File: src/rtl/bram_8192x2_arbiter_if.sv
// Request/response and BRAM-port bundle for bram_8192x2_arbiter.
// The arbiter uses the slave modport; the requester/BRAM side uses master.
interface bram_8192x2_arbiter_if;
    logic [1:0]  req_valid;
    logic [1:0]  req_ready;
    logic [1:0]  req_we;
    logic [25:0] req_addr;
    logic [3:0]  req_wdata;
    logic [1:0]  rsp_valid;
    logic [1:0]  rsp_rdata;
    logic        mem_ce;
    logic        mem_we;
    logic [12:0] mem_a;
    logic [1:0]  mem_d;
    logic [1:0]  mem_wem;
    logic [1:0]  mem_q;
    logic        init_done;

    modport slave (
        input  req_valid, req_we, req_addr, req_wdata, mem_q,
        output req_ready, rsp_valid, rsp_rdata,
        output mem_ce, mem_we, mem_a, mem_d, mem_wem, init_done
    );

    modport master (
        output req_valid, req_we, req_addr, req_wdata, mem_q,
        input  req_ready, rsp_valid, rsp_rdata,
        input  mem_ce, mem_we, mem_a, mem_d, mem_wem, init_done
    );
endinterface

File: src/rtl/bram_8192x2_arbiter.sv
// Two-requester round-robin arbiter in front of one port of an 8192x2 BRAM.
// Define BRAM_ARB_INIT_EN to compile in the post-reset clear sweep (INIT state).
module bram_8192x2_arbiter #(
    parameter logic [1:0] INIT_VAL = 2'b00
) (
    input  logic                  clk,
    input  logic                  rst,
    bram_8192x2_arbiter_if.slave  bus
);

    logic [12:0] addr_arr  [2];
    logic [1:0]  wdata_arr [2];

    generate
        for (genvar gi = 0; gi < 2; gi++) begin : g_unpack
            assign addr_arr[gi]  = bus.req_addr[13*gi +: 13];
            assign wdata_arr[gi] = bus.req_wdata[2*gi +: 2];
        end
    endgenerate

    logic       last_grant_reg;
    logic       rd_pend_reg;
    logic       rd_who_reg;
    logic [1:0] rdata_hold_reg;

    logic       serving;
    logic       accept;
    logic       gnt_idx;
    logic [1:0] ready_next;

`ifdef BRAM_ARB_INIT_EN
    typedef enum logic {ST_INIT, ST_SERVE} state_t;
    state_t      state_reg;
    logic [12:0] init_cnt_reg;
    logic        init_done_reg;

    assign serving       = (state_reg == ST_SERVE);
    assign bus.init_done = init_done_reg & ~rst;
`else
    assign serving       = 1'b1;
    assign bus.init_done = ~rst;
`endif

    // Ready is combinational so a lone requester is granted with no bubble.
    always_comb begin
        ready_next = 2'b00;
        gnt_idx    = 1'b0;
        if (!rst && serving) begin
            if (bus.req_valid == 2'b01) begin
                gnt_idx = 1'b0;
            end else if (bus.req_valid == 2'b10) begin
                gnt_idx = 1'b1;
            end else if (bus.req_valid == 2'b11) begin
                gnt_idx = ~last_grant_reg;
            end
            if (bus.req_valid != 2'b00) begin
                ready_next = gnt_idx ? 2'b10 : 2'b01;
            end
        end
    end

    assign accept        = |ready_next;
    assign bus.req_ready = ready_next;

    // The idle data bus parks at INIT_VAL; it is qualified by mem_ce anyway.
    always_comb begin
        bus.mem_ce  = 1'b0;
        bus.mem_we  = 1'b0;
        bus.mem_a   = 13'd0;
        bus.mem_d   = INIT_VAL;
        bus.mem_wem = 2'b00;
        if (accept) begin
            bus.mem_ce  = 1'b1;
            bus.mem_we  = bus.req_we[gnt_idx];
            bus.mem_a   = addr_arr[gnt_idx];
            bus.mem_d   = wdata_arr[gnt_idx];
            bus.mem_wem = 2'b11;
        end
`ifdef BRAM_ARB_INIT_EN
        else if (!rst && state_reg == ST_INIT) begin
            bus.mem_ce  = 1'b1;
            bus.mem_we  = 1'b1;
            bus.mem_a   = init_cnt_reg;
            bus.mem_d   = INIT_VAL;
            bus.mem_wem = 2'b11;
        end
`endif
    end

    always_ff @(posedge clk) begin
        if (rst) begin
            last_grant_reg <= 1'b1;
            rd_pend_reg    <= 1'b0;
            rd_who_reg     <= 1'b0;
            rdata_hold_reg <= 2'b00;
`ifdef BRAM_ARB_INIT_EN
            state_reg      <= ST_INIT;
            init_cnt_reg   <= 13'd0;
            init_done_reg  <= 1'b0;
`endif
        end else begin
            if (accept) begin
                last_grant_reg <= gnt_idx;
                rd_who_reg     <= gnt_idx;
            end
            rd_pend_reg <= accept & ~bus.req_we[gnt_idx];
            if (rd_pend_reg) begin
                rdata_hold_reg <= bus.mem_q;
            end
`ifdef BRAM_ARB_INIT_EN
            if (state_reg == ST_INIT) begin
                init_cnt_reg <= init_cnt_reg + 13'd1;
                if (init_cnt_reg == 13'h1FFF) begin
                    state_reg     <= ST_SERVE;
                    init_done_reg <= 1'b1;
                end
            end
`endif
        end
    end

    // BRAM data arrives the cycle after the read enable, so it is forwarded live.
    assign bus.rsp_valid = (rd_pend_reg && !rst) ? (rd_who_reg ? 2'b10 : 2'b01) : 2'b00;
    assign bus.rsp_rdata = rst ? 2'b00 : (rd_pend_reg ? bus.mem_q : rdata_hold_reg);

endmodule

File: src/flat_wrapper.sv
// flat-port wrapper written by rule: the top's interface ports become plain ports
module bram_8192x2_arbiter_flat 
#(
    parameter logic [1:0] INIT_VAL = 2'b00
)
  (clk, rst, bus_req_valid, bus_req_we, bus_req_addr, bus_req_wdata, bus_mem_q, bus_req_ready, bus_rsp_valid, bus_rsp_rdata, bus_mem_ce, bus_mem_we, bus_mem_a, bus_mem_d, bus_mem_wem, bus_init_done);
  bram_8192x2_arbiter_if bus_i ();
  input  logic clk;
  input  logic rst;
  input wire logic [$bits(bus_i.req_valid)-1:0] bus_req_valid;
  input wire logic [$bits(bus_i.req_we)-1:0] bus_req_we;
  input wire logic [$bits(bus_i.req_addr)-1:0] bus_req_addr;
  input wire logic [$bits(bus_i.req_wdata)-1:0] bus_req_wdata;
  input wire logic [$bits(bus_i.mem_q)-1:0] bus_mem_q;
  output wire logic [$bits(bus_i.req_ready)-1:0] bus_req_ready;
  output wire logic [$bits(bus_i.rsp_valid)-1:0] bus_rsp_valid;
  output wire logic [$bits(bus_i.rsp_rdata)-1:0] bus_rsp_rdata;
  output wire logic [$bits(bus_i.mem_ce)-1:0] bus_mem_ce;
  output wire logic [$bits(bus_i.mem_we)-1:0] bus_mem_we;
  output wire logic [$bits(bus_i.mem_a)-1:0] bus_mem_a;
  output wire logic [$bits(bus_i.mem_d)-1:0] bus_mem_d;
  output wire logic [$bits(bus_i.mem_wem)-1:0] bus_mem_wem;
  output wire logic [$bits(bus_i.init_done)-1:0] bus_init_done;
  assign bus_i.req_valid = bus_req_valid;
  assign bus_i.req_we = bus_req_we;
  assign bus_i.req_addr = bus_req_addr;
  assign bus_i.req_wdata = bus_req_wdata;
  assign bus_i.mem_q = bus_mem_q;
  assign bus_req_ready = bus_i.req_ready;
  assign bus_rsp_valid = bus_i.rsp_valid;
  assign bus_rsp_rdata = bus_i.rsp_rdata;
  assign bus_mem_ce = bus_i.mem_ce;
  assign bus_mem_we = bus_i.mem_we;
  assign bus_mem_a = bus_i.mem_a;
  assign bus_mem_d = bus_i.mem_d;
  assign bus_mem_wem = bus_i.mem_wem;
  assign bus_init_done = bus_i.init_done;
  bram_8192x2_arbiter #(.INIT_VAL(INIT_VAL)) u_core (.clk(clk), .rst(rst), .bus(bus_i));
endmodule
File: config.mk
export PLATFORM = sky130hd
export DESIGN_NAME = bram_8192x2_arbiter_flat
export DESIGN_NICKNAME = d
export VERILOG_FILES = /design/src/rtl/bram_8192x2_arbiter_if.sv /design/src/rtl/bram_8192x2_arbiter.sv /design/src/flat_wrapper.sv
export SDC_FILE = /design/constraint.sdc
export NUM_CORES = 1
export LEC_CHECK = 0
export BUFFER_PORTS_ARGS = -buffer_cell sky130_fd_sc_hd__buf_2
export CAP_MARGIN = 0
export CORE_ASPECT_RATIO = 1.2
export CORE_MARGIN = 1.5
export CORE_UTILIZATION = 37
export DETAILED_ROUTE_END_ITERATION = 8
export PLACE_DENSITY_LB_ADDON = 0.12
export RECOVER_POWER = 100
export SYNTH_ARGS = -nofsm -noshare
export SYNTH_HDL_FRONTEND = slang
export SYNTH_SLANG_ARGS = --single-unit
File: constraint.sdc
create_clock -name clk -period 1.21 [get_ports clk]
set_clock_uncertainty 0.1 [all_clocks]
set_input_delay 0 -clock clk [delete_from_list [all_inputs] [get_ports clk]]
set_output_delay 0 -clock clk [all_outputs]
set_load 0.02 [all_outputs]
# Yosys cells after proc, flatten, opt, wreduce, memory -nomap -nowiden
# Index checks and enable logic that the tools add are counted.
# Widths: inputs -> output; s select.
[classes]
magnitude_cmp = 2
eq_ne = 3
n_mux = 25
bitwise_logic = 5
reduce_logical = 4
[op_table]
columns = ["op", "count"]
rows = [
  ["$mux 13", 4],
  ["$mux 2", 12],
  ["$mux 1", 9],
  ["$eq 2x2->1 const B", 2],
  ["$not 1->1", 3],
  ["$eq 2x1->1 const B", 1],
  ["$ge 2x2->1 const B", 1],
  ["$lt 1x2->1 const B", 1],
  ["$not 1->2", 1],
  ["$reduce_bool 2->1", 1],
  ["$reduce_or 2->1", 1],
  ["$and 1x1->1", 1],
  ["$logic_and 1x1->1", 1],
  ["$logic_not 1->1", 1],
]
[word_totals]
ff_bits = 5
output_inout_bits = 26

# Longest topological paths before layout
# Gate-level depths: netlist of run 1.
[depth]
ltp_word = 11
ltp_mapped = 4

# Least setup slack after synthesis of run 1
# OpenSTA, ideal clock, no wires.
[synth_path]
path_type = "register -> output"
start = "register u_core.last_grant_reg"
end = "output port bus_mem_a[0]"
t_arrival_ns = 1.133
path_slack_ns = -0.023
stages_incl_launch_ff = 4
path_buffers = 1
cell_sequence = "dfxtp_1 > nor2b_1 > buf_6 > o32ai_1"
[synth_between]
elab_chain_len = 11
elab_cells_between_ends = 15
[synth_lines]
columns = ["item", "line_no", "rtl"]
rows = [
  ["from (decl)", "bram_8192x2_arbiter.sv:21", "logic last_grant_reg;"],
  ["from (signal assigned)", "bram_8192x2_arbiter.sv:103", "last_grant_reg <= gnt_idx;"],
  ["$not 1->1 (*)", "bram_8192x2_arbiter.sv:54", "gnt_idx = ~last_grant_reg;"],
  ["$mux 1 (*)", "bram_8192x2_arbiter.sv:53", "end else if (bus.req_valid == 2'b11) begin"],
  ["$mux 1 (*)", "bram_8192x2_arbiter.sv:51", "end else if (bus.req_valid == 2'b10) begin"],
  ["$mux 1 (*)", "bram_8192x2_arbiter.sv:49", "if (bus.req_valid == 2'b01) begin"],
  ["$mux 1 (*)", "bram_8192x2_arbiter.sv:48", "if (!rst && serving) begin"],
  ["$mux 1", "bram_8192x2_arbiter.sv:48", ""],
  ["$not 1->2 (implied by the code)", "bram_8192x2_arbiter.sv:75", "bus.mem_a = addr_arr[gnt_idx];"],
  ["$mux 13 (implied by the code) (3 in a row)", "bram_8192x2_arbiter.sv:75", ""],
  ["$mux 13 (*)", "bram_8192x2_arbiter.sv:72", "if (accept) begin"],
  ["to (decl)", "flat_wrapper.sv:20", "output wire logic [$bits(bus_i.mem_a)-1:0] bus_mem_a;"],
]
# Mark *: on every way between the ends. The rest lies on a longest branch, timed or not. The select of a mux whose other input is x is not followed.

# Final worst setup path of run 1
[layout_path]
start = "register u_core.last_grant_reg"
end = "output port bus_mem_d[0]"
[layout_between]
elab_chain_len = 11
elab_cells_between_ends = 15
[layout_lines]
columns = ["item", "line_no", "rtl"]
rows = [
  ["$not 1->1 (*)", "bram_8192x2_arbiter.sv:54", ""],
  ["$mux 1 (*)", "bram_8192x2_arbiter.sv:53", ""],
  ["$mux 1 (*)", "bram_8192x2_arbiter.sv:51", ""],
  ["$mux 1 (*)", "bram_8192x2_arbiter.sv:49", ""],
  ["$mux 1 (*)", "bram_8192x2_arbiter.sv:48", ""],
  ["$mux 1", "bram_8192x2_arbiter.sv:48", ""],
  ["$not 1->2 (implied by the code)", "bram_8192x2_arbiter.sv:76", "bus.mem_d = wdata_arr[gnt_idx];"],
  ["$mux 2 (implied by the code) (3 in a row)", "bram_8192x2_arbiter.sv:76", ""],
  ["$mux 2 (*)", "bram_8192x2_arbiter.sv:72", ""],
  ["to (decl)", "flat_wrapper.sv:21", "output wire logic [$bits(bus_i.mem_d)-1:0] bus_mem_d;"],
]
# Marks and branches as above.

==> results.md, run 1 <==
- Status: complete, but fails checks
- Failing checks: setup timing
- CTS tree: yes
- Routed length per instance: 12.1 um
- First-pass GRT wire length: 3150 um
- Worst hold slack: between 0.02 and 0.025 ns
- Relative slew slack: between 50% and 60%
- Syn nets: 122
- GPL Wtd Cong: 0.646
- Ant. Diodes: 0
- CP max stage cell: dfxtp_2
- FILL cells: ~170
- Worst Slack Setup Final: -0.116 ns
- Die Area: 0.00223 mm^2
- Max H-tree Level: 1
- Worst Hold Class: in2reg
- Synth Area in Compound Gates: about a third
- Clock tree sinks: 5
- Worst-Skew Late Latency: ~0.24 ns
- Tot Pwr: 819 uW
- Vias in the first global route: 788
- Root buffer cell: clkbuf_4
- Synth area leader: nand2b_1
- Seq/Total Area, Yosys: 13.8%
- Final WL: 2010 um
- CP peak stage delay: approximately 0.32 ns
- Finished Layout Cells: 166
- Total grt overflow: 0
- Routed vias/inst: 5.14
- Critical Path Source Type: flip-flop
- Syn-to-layout area delta: 69.6%
- Layout cells sized above 1: 59.9%
- Routed Antenna Nets: 0
- Period utilisation layout: 110%
- Footprint of the multi-input gates: 614 um^2
- DR vias: 853
- Worst Path Required: roughly 1.1 ns
- Final setup viols: 18
- Synthesized area: slightly above 700 um^2
- WP buf/inv: 2
- Fin. max-slew vios: 0
- Post-Syn Instances: 84
- Arr. time, crit path: roughly 1.2 ns
- Residual DRC: 0
- IO Port Bufs: 63
- Mean Syn Cell Area: 8.61 um^2
- Drt pass-1 iters: 2
- Initial antenna violation count: 0
- DP HPWL: between 1000 and 1500 um
- Hold Fails Final Rpt: 0
- Yosys warns: 0
- Unrepaired setup endpoints after global routing: yes
- Reg clk slew, reported paths: 0.05 ns
- Post-route minimum period: about 1.3 ns
- Dominant cells by area after synthesis: nand2b_1, o32ai_2, dfxtp_1
- CP endpoint kind: primary output
- Total CTS buffers: 3
- Post-Synth Simple-Gate Area: 35.8%
- Core area: between 0.0015 and 0.002 mm^2
- IO Count: 64
- Post-CTS Setup Inserts: 0
- Pwr dens: between 600 and 700 mW/mm^2
- Clock buffer depth: 2
- Top cell type's share of synthesized area: about 28%
- Post-synthesis register bit count: 5
- FP Rows: 17
- Largest family of logic cells by synthesized area: simple AND/OR/NAND/NOR gates
- MaxCap Viol Count: 0
- Die height: 51.4 um
- Final nets: 186
- CP delay by family, top: buffers and inverters
- Fmax: 754 MHz
- Die Width: 43.4 um
- Largest net degree at the start of global routing: 43
- Placed Instances: 158
- Synth Area in XOR/XNOR: 0%
- Kind of critical path: reg2out
- Synth unique cells: 24
- Synthesized-area fraction occupied by adder cells: 0%
- Lkg Pwr: between 0.0005 and 0.0006 uW
- Max FO, Critical Path: 18
- Post-synthesis mux area share: under 10%
- Largest register FFs: 2
- Total track usage: 18.3%
- Crit path cell chain: a21bo_1, buf_12, o32ai_2, buf_4
- Worst-Margin Slew: 0.611 ns
- Initial Utilization: ~39%
- Seq. cell area: 101 um^2
- VDD IR-drop max: 318 uV
- Starting DRT DRC Count: 5
routing by layer:
layer / GRT usage (%) / vias to the layer above / wire length, um
met2: 35.8 / 38 / 1030
li1: - / 426 / -
met1: 18.3 / 387 / 828
met3: 3.89 / 2 / 146
met4: 6.57 / 0 / 8
met5: 0 / - / 0
synth_stat cells:
cell type	count
nor3b_1	1
inv_2	1
and3_1	1
o21a_1	1
buf_6	2
buf_4	4
a211o_1	1
or2_1	1
dfxtp_1	5
o32ai_1	8
inv_1	1
nor2_1	4
or2_2	1
clkbuf_1	3
nor3_1	1
nand2b_1	32
buf_8	1
o32ai_2	9
a21bo_1	1
nor2_2	1
nor2b_1	1
buf_2	1
mux2i_1	2
o21ba_2	1
stage by stage:
| step | worst slack [ns] | TNS (ns) | util [%] | cell area [um^2] |
|---|---|---|---|---|
| after floorplan | -0.0226 | -0.158 | - | 723 |
| after global placement | 0.0846 | 0 | 55.6 | 1030 |
| after detailed placement | 0.0690 | 0 | 55.6 | 1030 |
| after CTS | -0.119 | -1.89 | 64.4 | 1190 |
| after global routing | -0.176 | -2.78 | 66.3 | 1230 |
| final | -0.116 | -1.70 | 66.3 | 1230 |
final cells by class:
cell class	instances	share of cell area, %
clock buffers	4	2.14
inverters	2	0.612
flip-flops and latches	5	8.27
repair buffers	70	36.9
multi-input cells	66	50.1
well taps	19	1.94
tightest hold or removal path: cells and delay by family:
family                 cells  cell delay [ns]
AO/OA/AOI/OAI              2             0.22
buffers and inverters      1             0.11
kinds of logic (layout without fill, tap and decap cells):
kind of cell	after synthesis	count (layout)
flip-flops	5	5
buffers and inverters	13	76
multiplexers	2	2
AO/OA/AOI/OAI	21	21
AND/OR/NAND/NOR	43	43
report_power, final:
group | internal, uW | switching [uW] | total [uW] | leakage (uW)
combinational | 220 | 224 | 444 | 0.000493
sequential | 177 | 7.84 | 185 | 0.0000410
clock | 125 | 65.4 | 190 | 0.0000150
path summary, 6_finish.rpt:
kind                                                         start                                  to  slack (ns)  depth (start not counted)
worst max-delay path            u_core.last_grant_reg$_SDFFE_PP1P_                        bus_mem_d[0]       -0.12                          4
worst min-delay path                              bus_req_valid[1]      u_core.rd_who_reg$_SDFFE_PP0P_        0.02                          3
worst max register to register  u_core.last_grant_reg$_SDFFE_PP1P_       u_core.rd_pend_reg$_SDFF_PP0_        0.14                          3
worst min register to register  u_core.last_grant_reg$_SDFFE_PP1P_  u_core.last_grant_reg$_SDFFE_PP1P_        0.38                          1
what timing repair did:
item                       in CTS  in global routing
hold endpoints to repair        3                  0
pin swaps                       4                  2
gates resized for setup        25                  7
hold buffers                    4                  0
setup endpoints to repair      18                 20
cells in the final DEF, fill, tap and decap left out, types with 3 or more instances in the layout:
cell           instances
buf_6                  3
buf_4                 15
dlygate4sd3_1          4
dfxtp_1                4
buf_2                 42
o32ai_2               14
nor2_1                 4
clkbuf_1               4
nand2b_1              32
clkbuf_4               3
Power figures use the tool's default switching activity.
==> run 2, diff against run 1 <==
==> constraint.sdc (replaced) <==
create_clock -name clk -period 1.21 [get_ports clk]
set_clock_uncertainty 0.1 [all_clocks]
set_input_delay 0 -clock clk [delete_from_list [all_inputs] [get_ports clk]]
set_output_delay 0 -clock clk [all_outputs]
set_load 0.01 [all_outputs]
==> run 2 against run 1 <==
Against the previous run:
- the flow still finishes with violations (setup timing)
- largest cell class unchanged
- highest routed layer unchanged
- die area unchanged
- clock power increased by 6%
- clock-buffer cell count did not move
- setup slack worse by 0.0038 ns
- register-to-register slack improved by 0.06 ns
- non-clock buffer count stayed put
==> results.md, run 2 (same netlist as run 1, synthesis figures left out) <==
- Status: complete, but fails checks
- Failing checks: setup timing
- MaxCap Viol Count: 0
- FP Rows: 17
- Residual DRC: 0
- Ant. Diodes: 0
- Worst-Skew Late Latency: 0.25 ns
- Routed vias/inst: a little over 5
- Layout cells sized above 1: 61.2%
- CP max stage cell: dfxtp_2
- Initial Utilization: 39.1%
- R2r startpoint: u_core.last_grant_reg$_SDFFE_PP1P_
- IO Count: 64
- Post-CTS Setup Inserts: 0
- Die Area: 0.00223 mm^2
- Drt pass-1 iters: 4
- Unrepaired setup endpoints after global routing: yes
- Kind of critical path: reg2out
- Worst Setup Slack post-DPL: ~0.11 ns
- Arr. time, crit path: 1.23 ns
- Relative slew slack: between 60 and 70%
- Layout Utilization: 63.8%
- FILL cells: roughly 160
- Lkg Pwr: 0.000551 uW
- Final WL: 2030 um
- GPL Wtd Cong: 0.645
- Worst-Margin Slew: between 0.5 and 0.6 ns
- Sw frac: 34.7%
- Root buffer cell: clkbuf_4
- Worst Path Required: roughly 1.1 ns
- DR vias: roughly 860
- Most frequent cells in the layout: buf_2, nand2b_1, o32ai_2
- Total CTS buffers: 3
- WP buf/inv: 2
- Routed Antenna Nets: 0
- VDD IR-drop max: between 400 and 500 uV
- Core area: 0.00185 mm^2
- CTS tree: yes
- Total track usage: 18.2%
- Hold Path Origin: bus_req_valid[1]
- Max FO, Critical Path: 18
- Largest net degree at the start of global routing: 43
- Crit. Startpoint: u_core.last_grant_reg$_SDFFE_PP1P_
- CP peak stage delay: 0.33 ns
- Worst Hold Class: in2reg
- Largest register FFs: 2
- Pwr dens: between 600 and 700 mW/mm^2
- Final setup viols: 18
- Crit path cell chain: a21bo_1, buf_12, o32ai_2, buf_2
- Finished Layout Cells: between 150 and 200
- Fmax: 752 MHz
- Starting DRT DRC Count: 6
- Worst hold slack: between 0.01 and 0.015 ns
- Post-route minimum period: 1.33 ns
- Die Width: 43.4 um
- Routed length per instance: 12.2 um
- Placed Instances: 158
- Max H-tree Level: 1
- Clk network pwr share: 26.4%
- Hold Fails Final Rpt: 0
- Syn-to-layout area delta: 63.1%
- Switching pwr: 266 uW
- Final nets: ~190
- Commonest non-fill, non-tap cell in the layout: buf_2
- First-pass GRT wire length: 3090 um
- Initial antenna violation count: 0
- Vias in the first global route: ~760
- Reg clk slew, reported paths: ~0.050 ns
- Clock tree sinks: 5
- CP delay by family, top: buffers and inverters
- Fin. max-slew vios: 0
- Combinational power share: 49.4%
- Final Cell Area: 0.00118 mm^2
- Total grt overflow: 0
- Seq pwr share: 24.2%
- Internal power: 500 uW
- Worst Slack Setup Final: -0.120 ns
- Die height: 51.4 um
- Clock buffer depth: 2
- Critical Path Source Type: flip-flop
- CP endpoint kind: primary output
- Area after DPL: 0.00103 mm^2
- IO Port Bufs: 63
- Period utilisation layout: 110%
[run 2: cell types whose count changed in the layout (fill, tap and decap cells not counted), sizes merged]
cell,before,now
buf,62,66
clkbuf,8,4
[run 2: per-layer routing]
layer / vias up / GRT usage [%] / part of all wire (%)
met2: 48 / 34.6 / 51
met1: 380 / 17.4 / 42
li1: 428 / - / -
met5: - / 0 / 0
met3: 2 / 6.36 / 7.2
met4: 0 / 7.07 / 0.49
[run 2: worst paths after layout]
check / end / cells after the start / slack [ns]
min reg2reg: u_core.last_grant_reg$_SDFFE_PP1P_ / 1 / 0.40
max reg2reg: u_core.last_grant_reg$_SDFFE_PP1P_ / 3 / 0.20
max: bus_mem_a[0] / 4 / -0.12
min: u_core.rd_who_reg$_SDFFE_PP0P_ / 3 / 0.01
[run 2: worst min-delay path, delay by kind of cell]
family          cells  cell delay [ns]
compound gates      2             0.22
buf+inv             1             0.11
[run 2: final cells by class]
| cell class | count | area (um^2) | area share, % |
|---|---|---|---|
| multi-input combinational | 66 | 611 | 51.7 |
| timing repair buffer | 70 | 409 | 34.7 |
| sequential | 5 | 103 | 8.70 |
| clock buffer | 4 | 26.3 | 2.23 |
| tap | 19 | 23.8 | 2.01 |
| inverter | 2 | 7.51 | 0.636 |
[run 2: repair_timing]
| item | CTS | global route |
|---|---|---|
| hold buffers | 4 | 0 |
| pin swaps | 0 | 2 |
| hold endpoints to repair | 3 | 0 |
| setup endpoints to repair | 18 | 20 |
| gates resized for setup | 3 | 9 |
| cloned | 0 | 0 |
[run 2: per-stage QoR]
stage,power [uW],TNS (ns)
2_1_floorplan,396,0
3_3_place_gp,511,0
3_5_place_dp,521,0
4_1_cts,739,-1.54
5_1_grt,824,-2.63
6_report,766,-1.66
[run 2: power by group through the flow]
stage | combinational, uW | clock (uW) | sequential, uW
2_1_floorplan | 211 | 0 | 185
3_3_place_gp | 325 | 0 | 186
3_5_place_dp | 333 | 0 | 187
4_1_cts | 350 | 204 | 185
5_1_grt | 412 | 226 | 186
6_report | 378 | 202 | 186
==> run 3, diff against run 2 <==
--- a/config.mk
+++ b/config.mk
@@ -5,11 +5,12 @@
 export SDC_FILE = /design/constraint.sdc
 export NUM_CORES = 1
 export LEC_CHECK = 0
+export ABC_AREA = 1
 export BUFFER_PORTS_ARGS = -buffer_cell sky130_fd_sc_hd__buf_2
 export CAP_MARGIN = 0
 export CORE_ASPECT_RATIO = 1.2
 export CORE_MARGIN = 1.5
-export CORE_UTILIZATION = 37
+export CORE_UTILIZATION = 36
 export DETAILED_ROUTE_END_ITERATION = 8
 export PLACE_DENSITY_LB_ADDON = 0.12
 export RECOVER_POWER = 100
==> run 3 against run 2 <==
Against the previous run:
- the run still ends with setup timing left
- non-clock buffer count rose by 3
- die area fell by 2.7%
- first-iteration DRC count rose by 100%
- synthesized cell count rose by 45%
- utilization fell by 2.4 points
- sequential share of layout area rose by 0.44 points
- design area fell by 5.9%
- cell count rose by 26%
- setup slack improved by 0.078 ns
- synthesized area fell by 5.5%
- routed wire length fell by 3.0%
- critical endpoint is now bus_mem_we
- highest routed layer unchanged
==> results.md, run 3 <==
- Status: complete, but fails checks
- Failing checks: setup timing
- Residual DRC: 0
- Period utilisation layout: 103%
- DR vias: ~950
- Worst-Skew Late Latency: 0.24 ns
- Largest net degree at the start of global routing: 33
- Dominant cells by area after synthesis: dfxtp_1, nand3_1, buf_6
- Final WL: 1970 um
- Max FO, Critical Path: 23
- Kind of critical path: reg2out
- Placed Instances: between 150 and 200
- Fin. max-slew vios: 0
- Post-synthesis register bit count: 5
- Core area: 0.00181 mm^2
- DP HPWL: 1400 um
- Most frequent cell after synthesis: nand2_1
- Worst hold slack: between 0.015 and 0.02 ns
- Max H-tree Level: 1
- Pwr dens: 661 mW/mm^2
- Root buffer cell: clkbuf_4
- Ys async rst share: 0%
- Post-Syn Instances: 122
- Finished Layout Cells: 209
- Arr. time, crit path: 1.15 ns
- Post-route minimum period: 1.25 ns
- Ant. Diodes: 0
- Die Width: approximately 43 um
- Vias in the first global route: 827
- MaxCap Viol Count: 0
- CP endpoint kind: primary output
- CTS tree: yes
- Routed Antenna Nets: 0
- Mean Syn Cell Area: between 5 and 6 um^2
- Predominant post-synthesis flop cell: dfxtp_1
- Initial antenna violation count: 0
- Largest register FFs: 2
- IO Count: between 60 and 70
- Final nets: 229
- Syn-to-layout area delta: 62.5%
- Drt pass-1 iters: 3
- IO Port Bufs: 63
- Synth unique cells: 17
- Routed vias/inst: 4.56
- Clock tree sinks: 5
- Commonest non-fill, non-tap cell in the layout: buf_2
- EDFF count, synth: 0
- Total grt overflow: 0
- Final setup viols: 16
- Layout Utilization: 61.4%
- Worst Hold Class: in2reg
- FP Rows: 17
- Lkg Pwr: 0.000667 uW
- Unrepaired setup endpoints after global routing: yes
- Critical Path Source Type: flip-flop
- Hold Fails Final Rpt: 0
- Worst Slack Setup Final: -0.0415 ns
- Die Area: about 0.0022 mm^2
- Synth cell count leaders: nand2_1, inv_1, nand3_1, nor2_1, a21oi_1
- Syn nets: 160
- Layout cells sized above 1: a little over two fifths
- Worst-Margin Slew: 0.274 ns
- Synthesized area: slightly below 700 um^2
- Clock buffer depth: 2
- VDD IR-drop max: 610 uV
- Reg clk slew, reported paths: 0.04 ns
- Seq/Total Area, Yosys: 14.7%
- Top cell type's share of synthesized area: 14.7%
- Initial Utilization: 37.8%
- Total track usage: around 18%
- Yosys warns: 0
- Synth area leader: dfxtp_1
- Starting DRT DRC Count: 12
- GPL Wtd Cong: 0.722
- Worst Path Required: ~1.1 ns
- Routed length per instance: approximately 9.4 um
- First-pass GRT wire length: between 3000 and 4000 um
- Fmax: around 800 MHz
- Die height: 50.7 um
- Tot Pwr: around 730 uW
- Relative slew slack: 81.7%
- Most frequent cells in the layout: buf_2, nand2_1, inv_1
- Total CTS buffers: 3
run 3: cell types whose count changed after synthesis, moves of 5 or more:
cell,delta
nand2b_1,-32
a21oi_1,+15
nand2_1,+21
inv_1,+18
o32ai_1,-8
o32ai_2,-9
buf_6,+5
nor2_1,+15
nand3_1,+19
run 3: kinds of logic (layout without fill, tap and decap cells):
| kind of cell | after synthesis | count (layout) | synth area share [%] |
|---|---|---|---|
| DFF | 5 | 5 | 14.7 |
| AOI/OAI and AO/OA | 20 | 20 | 16.3 |
| and+or+nand+nor | 66 | 66 | 42.9 |
| buffers and inverters | 31 | 99 | 26.2 |
run 3: layout make-up:
cell class	instances	area [um^2]
clock buffer	4	26.3
inverter	22	85.1
fill	181	698
multi-input combinational	86	444
timing repair buffer	73	429
sequential	5	101
tap	19	23.8
run 3: critical path: stages (launching register included):
cell and delay, ns:
dfxtp_2 0.34, nand2_4 0.07, buf_12 0.16, nand3_1 0.08, nand2_1 0.05, nor2_1 0.07, buf_2 0.13
run 3: final timing paths:
path / startpoint / slack [ns] / cells after the start / to
setup reg to reg: u_core.last_grant_reg$_SDFFE_PP1P_ / 0.22 / 5 / u_core.rd_pend_reg$_SDFF_PP0_
hold reg to reg: u_core.rd_who_reg$_SDFFE_PP0P_ / 0.39 / 2 / u_core.rd_who_reg$_SDFFE_PP0P_
setup / recovery: u_core.last_grant_reg$_SDFFE_PP1P_ / -0.04 / 6 / bus_mem_we
hold / removal: bus_req_valid[1] / 0.02 / 3 / u_core.rd_who_reg$_SDFFE_PP0P_
run 3: timing repair:
action | 4_1_cts | 5_1_grt
hold buffers | 6 | 0
resized for setup | 11 | 0
pin swaps | 0 | 0
endpoints found under the hold margin | 4 | 0
buffers inserted | 1 | 0
endpoints found under the setup margin | 16 | 16
gates cloned | 0 | 0
run 3: report_power, final:
part	switching (uW)	internal, uW
logic	193	166
registers	7.77	178
clock network	64.1	124
run 3: per-stage QoR:
stage	worst slack [ns]	TNS (ns)	cell area, um^2
floorplan	0.253	0	683
global placement	0.168	0	976
detailed placement	0.157	0	976
CTS	-0.0525	-0.652	1110
global route	-0.129	-1.71	1110
finish	-0.0415	-0.543	1110
run 3: routing by layer:
metal / up-vias / part of all wire [%] / GRT usage, %
li1: 513 / - / -
met1: 400 / 41 / 21.7
met2: 39 / 50 / 31.6
met3: 2 / 8.0 / 1.08
met4: 0 / 1.1 / 9.38
met5: - / 0 / 0
